===== src/rtl/instr_fetch_pkg.sv =====
// Shared sizing for the fetch stage: word width, default memory timeout,
// and the width helper for the timeout counter.
package instr_fetch_pkg;

    localparam int P_WORD_SIZE   = 16;
    localparam int P_MEM_TIMEOUT = 15;

    // The counter must be able to hold MEM_TIMEOUT itself.
    function automatic int timer_width(input int limit);
        int w;
        w = $clog2(limit + 1);
        return (w < 1) ? 1 : w;
    endfunction

endpackage


===== src/rtl/instr_fetch_timer.sv =====
// Memory-timeout counter for the fetch stage; expires on the cycle whose
// increment would make the count reach MEM_TIMEOUT. MEM_TIMEOUT = 0 disables it.
module fetch_timer
    import instr_fetch_pkg::*;
#(
    parameter int MEM_TIMEOUT = P_MEM_TIMEOUT
) (
    input  logic clk,
    input  logic reset_n,
    input  logic i_clr,
    input  logic i_en,
    output logic o_expired
);

    localparam int CW = timer_width(MEM_TIMEOUT);

    generate
        if (MEM_TIMEOUT == 0) begin : g_off
            logic w_unused;
            assign w_unused  = ^{clk, reset_n, i_clr, i_en};
            assign o_expired = 1'b0;
        end else begin : g_on
            localparam logic [CW-1:0] LAST = CW'(MEM_TIMEOUT - 1);
            logic [CW-1:0] r_count;

            always_ff @(posedge clk or negedge reset_n) begin
                if (!reset_n) begin
                    r_count <= '0;
                end else if (i_clr) begin
                    r_count <= '0;
                end else if (i_en) begin
                    r_count <= r_count + 1'b1;
                end
            end

            assign o_expired = i_en && (r_count == LAST);
        end
    endgenerate

endmodule


===== src/rtl/instr_fetch.sv =====
// Fetch stage: reads the word at ip over req/ack, hands it to the decoder over
// valid/ready, then returns a step and a one-cycle ip_update to the pointer.
module instr_fetch
    import instr_fetch_pkg::*;
#(
    parameter int WORD_SIZE   = P_WORD_SIZE,
    parameter int MEM_TIMEOUT = P_MEM_TIMEOUT
) (
    input  logic                 clk,
    input  logic                 reset_n,
    input  logic [WORD_SIZE-1:0] ip,
    output logic [WORD_SIZE-1:0] ip_adj,
    output logic                 ip_update,
    output logic                 mem_req,
    output logic [WORD_SIZE-1:0] mem_addr,
    input  logic                 mem_ack,
    input  logic [WORD_SIZE-1:0] mem_data,
    output logic [WORD_SIZE-1:0] instr,
    output logic                 instr_valid,
    input  logic                 instr_ready,
    input  logic                 branch_taken,
    input  logic [WORD_SIZE-1:0] branch_offset,
    input  logic                 halt,
    output logic                 fault
);

    typedef enum logic [2:0] {
        S_IDLE  = 3'd0,
        S_FETCH = 3'd1,
        S_HOLD  = 3'd2,
        S_ADJ   = 3'd3,
        S_STEP  = 3'd4,
        S_FAULT = 3'd5
    } state_t;

    state_t               r_state;
    state_t               w_next;
    logic                 w_ack;
    logic                 w_accept;
    logic                 w_expired;
    logic                 r_mem_req;
    logic                 r_instr_valid;
    logic                 r_ip_update;
    logic                 r_fault;
    logic [WORD_SIZE-1:0] r_instr;
    logic [WORD_SIZE-1:0] r_ip_adj;

    assign w_ack    = (r_state == S_FETCH) && mem_ack;
    assign w_accept = (r_state == S_HOLD) && instr_ready;

    fetch_timer #(
        .MEM_TIMEOUT(MEM_TIMEOUT)
    ) u_timer (
        .clk      (clk),
        .reset_n  (reset_n),
        .i_clr    (r_state != S_FETCH),
        .i_en     ((r_state == S_FETCH) && !mem_ack),
        .o_expired(w_expired)
    );

    always_comb begin
        w_next = r_state;
        case (r_state)
            S_IDLE:  if (!halt) w_next = S_FETCH;
            // An ack in the expiry cycle wins over the timeout.
            S_FETCH: begin
                if (w_ack)          w_next = S_HOLD;
                else if (w_expired) w_next = S_FAULT;
            end
            S_HOLD:  if (w_accept) w_next = S_ADJ;
            S_ADJ:   w_next = S_STEP;
            S_STEP:  w_next = halt ? S_IDLE : S_FETCH;
            S_FAULT: w_next = S_FAULT;
            default: w_next = S_IDLE;
        endcase
    end

    // Handshake outputs are registered decodes of the next state so they are glitch-free.
    always_ff @(posedge clk or negedge reset_n) begin
        if (!reset_n) begin
            r_state       <= S_IDLE;
            r_mem_req     <= 1'b0;
            r_instr_valid <= 1'b0;
            r_ip_update   <= 1'b0;
            r_fault       <= 1'b0;
        end else begin
            r_state       <= w_next;
            r_mem_req     <= (w_next == S_FETCH);
            r_instr_valid <= (w_next == S_HOLD);
            r_ip_update   <= (w_next == S_STEP);
            r_fault       <= (w_next == S_FAULT);
        end
    end

    always_ff @(posedge clk or negedge reset_n) begin
        if (!reset_n) begin
            r_instr  <= '0;
            r_ip_adj <= '0;
        end else begin
            if (w_ack)    r_instr  <= mem_data;
            if (w_accept) r_ip_adj <= branch_taken ? branch_offset : WORD_SIZE'(1);
        end
    end

    assign mem_req     = r_mem_req;
    assign mem_addr    = ip;
    assign instr       = r_instr;
    assign instr_valid = r_instr_valid;
    assign ip_adj      = r_ip_adj;
    assign ip_update   = r_ip_update;
    assign fault       = r_fault;

endmodule

===== config.mk =====
export PLATFORM = sky130hd
export DESIGN_NAME = instr_fetch
export DESIGN_NICKNAME = d
export VERILOG_FILES = /design/src/rtl/instr_fetch_pkg.sv /design/src/rtl/instr_fetch_timer.sv /design/src/rtl/instr_fetch.sv
export SDC_FILE = /design/constraint.sdc
export NUM_CORES = 1
export LEC_CHECK = 0
export CORE_UTILIZATION = 38
export CTS_CLUSTER_SIZE = 10
export DETAILED_ROUTE_END_ITERATION = 12
export GPL_TIMING_DRIVEN = 0
export HOLD_SLACK_MARGIN = 0.08
export PLACE_DENSITY = 0.79
export SYNTH_ARGS = -nofsm -noshare
export SYNTH_HDL_FRONTEND = slang
export SYNTH_SLANG_ARGS = --single-unit

===== constraint.sdc =====
create_clock -name clk -period 1.8 [get_ports clk]
set_input_delay 0.36 -clock clk [delete_from_list [all_inputs] [get_ports clk]]
set_output_delay 0.36 -clock clk [all_outputs]
set_load 0.01 [all_outputs]

==> metrics <==
Final Cycle Share=97.0%; nets=322; chip width=73.2 µm; routability congestion estimate=0.734; first-pass GRT wire length=6.44 mm; GRT Total Usage=16.0%; Min Hold Slack=0.485 ns; Worst Skew=0.00582 ns; Yosys reg bits=43; DP HPWL=3.08 mm; initial core utilization=40.2%; Synth top area share=55.9%; Max-slew headroom=70.0%; placed instance area=2900 µm²; Post-synth top cells=dfrtp_1 (43), nand2_1 (34), o21ai_0 (18), buf_4 (16), mux2_4 (10); layout cells sized above 1=18.4%; Async SR Flop Fraction=100%; DRC=0; final count of hold timing violations=0; initial antenna violation count=0; vias in the first global route=1451; area of the mapped netlist=1920 µm²; FMAX=573 MHz; clock root buffer=clkbuf_8; Worst EP required=1.97 ns; RSZ-0062 raised after global routing=no; final WL=4.14 mm; max_cap viols=0; I/O Buffers=88; Final ANT Viol Nets=0; Avg Vias per Cell=4.54; Final setup violation count=0; worst-path fanout max=10; post-synthesis cell count=169; startpoint types=flop; status=finished clean; min Tclk post-route=1.75 ns; std cell rows=25; Yosys cell types=30; drt wl/cell=12.4 µm; Clock Sinks=43; Initial DRC Count=25; Fillers=417; Worst-Skew Late Latency=0.29 ns; Reg area=1080 µm²; DRT Pass-1 Iters=4; Reg clk slew, reported paths=0.08 ns; Net Count, Synth=225; WS Path Type=flop to flop; multi-input combinational cell area=658 µm²; Leakage=0.00136 µW; Yosys warnings=0; most frequent cell after synthesis=dfrtp_1; Synth area leaders=dfrtp_1 (56%), mux2_4 (7.8%), nand2_1 (6.6%), buf_4 (6.2%), o21ai_0 (4.7%); largest net degree at the start of global routing=28; design area=3050 µm²; via count=1516; Die H=73.2 µm; IO Pins=106; Slew @ Worst Pin=0.450 ns; Power per Cell Area=1400 nW/µm²; Critical Path AT=1.92 ns; die area=5350 µm²; total grt overflow=0; register area share after synthesis=55.9%; core area=4790 µm²; Syn Area/Cell=11.4 µm²; HP Class=flop to flop; worst vdd ir=0.000654 V; Num CTS Buffers=5; Post-synth EDFFs=0; CTS H-tree depth=2; Max Root-Sink Buffers=2; CTS tree=yes; diodes inserted=0; max-slew violations=0; Area Growth Syn to Fin=58.5%; Yosys top cell by area=dfrtp_1; Crit. End Element=flop; Main synth FF type=dfrtp_1
## per-layer routing
| metal | wire length, µm | global-route usage (%) |
|---|---|---|
| met5 | 0 | 0 |
| met4 | 44 | 5.23 |
| met3 | 305 | 5.25 |
| met2 | 2080 | 26.9 |
| met1 | 1710 | 19.3 |
## cell type report
class / instances / area share [%]
multi-input cells: 98 / 21.6
clock inverters: 2 / 1.15
inverters: 3 / 0.369
clock buffers: 6 / 2.71
flip-flops and latches: 43 / 35.4
well taps: 67 / 2.75
repair buffers: 91 / 30.4
plain buffers: 24 / 5.70
## logic make-up after synthesis
| group | Yosys count | synth area share, % |
|---|---|---|
| AND/OR/NAND/NOR | 55 | 14.2 |
| flip-flops | 43 | 55.9 |
| AO/OA/AOI/OAI | 22 | 6.05 |
| multiplexers | 16 | 11.3 |
| buffers and inverters | 28 | 9.88 |
| adder cells (fa/ha/maj) | 2 | 1.30 |
| XOR/XNOR | 3 | 1.37 |
## worst max-delay path, stage by stage, from the launching register on
cell and delay (ns):
dfrtp_2 0.47, or3b_1 0.40, buf_6 0.15, nor2_8 0.14
buf_12 0.16, mux2_4 0.30
## cells in the final DEF (no fill, tap or decap), types with 2 or more instances in the layout
cell / synthesis / routed
clkdlybuf4s50_1: 0 / 87
dfrtp_1: 43 / 40
nand2_1: 34 / 34
o21ai_0: 18 / 18
buf_4: 16 / 16
mux2_4: 10 / 10
nor2_1: 7 / 7
clkbuf_1: 6 / 6
mux2_2: 6 / 6
clkbuf_8: 0 / 6
inv_1: 3 / 3
nor2b_1: 3 / 3
buf_12: 1 / 3
dfrtp_2: 0 / 3
a21oi_1: 2 / 2
xor2_1: 2 / 2
ha_1: 2 / 2
## power by group
part           leakage (µW)  total, µW  internal [µW]  switching, µW
clock network     0.0000612        774            449            325
registers          0.000540       1600           1360            248
logic              0.000757       1880           1200            686
total               0.00136       4260           3000           1260
## flip-flops by register name, summed over array words and instances, names as in the netlist
signal and count:
u_timer.g_on.r_count 4, r_state 3, instr_valid 1, instr 16, fault 1, ip_update 1
mem_req 1, ip_adj 16
## through the flow
| step | setup WS [ns] | TNS, ns | std cells | total power, µW | util (%) |
|---|---|---|---|---|---|
| after floorplan | 0.119 | 0 | 169 | 2530 | - |
| after global placement | -0.730 | -31.36 | 324 | 3430 | 60.4 |
| after detailed placement | -0.0905 | -0.321 | 325 | 3490 | 60.7 |
| after CTS | 0.0108 | 0 | 335 | 4320 | 63.8 |
| after global routing | 0.00293 | 0 | 334 | 4530 | 63.7 |
| final | 0.0536 | 0 | 334 | 4260 | 63.7 |
## worst paths after layout
kind	from	endpoint	slack, ns	cells past startpoint
worst min-delay path	ip_adj[13]$_DFFE_PN0P_	ip_adj[13]$_DFFE_PN0P_	0.48	2
min in group asynchronous	reset_n	ip_adj[3]$_DFFE_PN0P_	0.52	2
worst min register to register	ip_adj[13]$_DFFE_PN0P_	ip_adj[13]$_DFFE_PN0P_	0.48	2
worst max-delay path	r_state[1]$_DFF_PN0_	instr[9]$_DFFE_PN0P_	0.05	5
worst max register to register	r_state[1]$_DFF_PN0_	instr[9]$_DFFE_PN0P_	0.05	5
max in group asynchronous	reset_n	r_state[0]$_DFF_PN0_	0.80	3
## what timing repair did
item / 4_1_cts / 5_1_grt
resized for setup: 0 / 3
setup endpoints to repair: 7 / 15
hold buffers: 1 / 0
hold endpoints to repair: 16 / 0
pin swaps: 1 / 0
buffers inserted: 1 / 0
(Power assumes the default switching activity.)
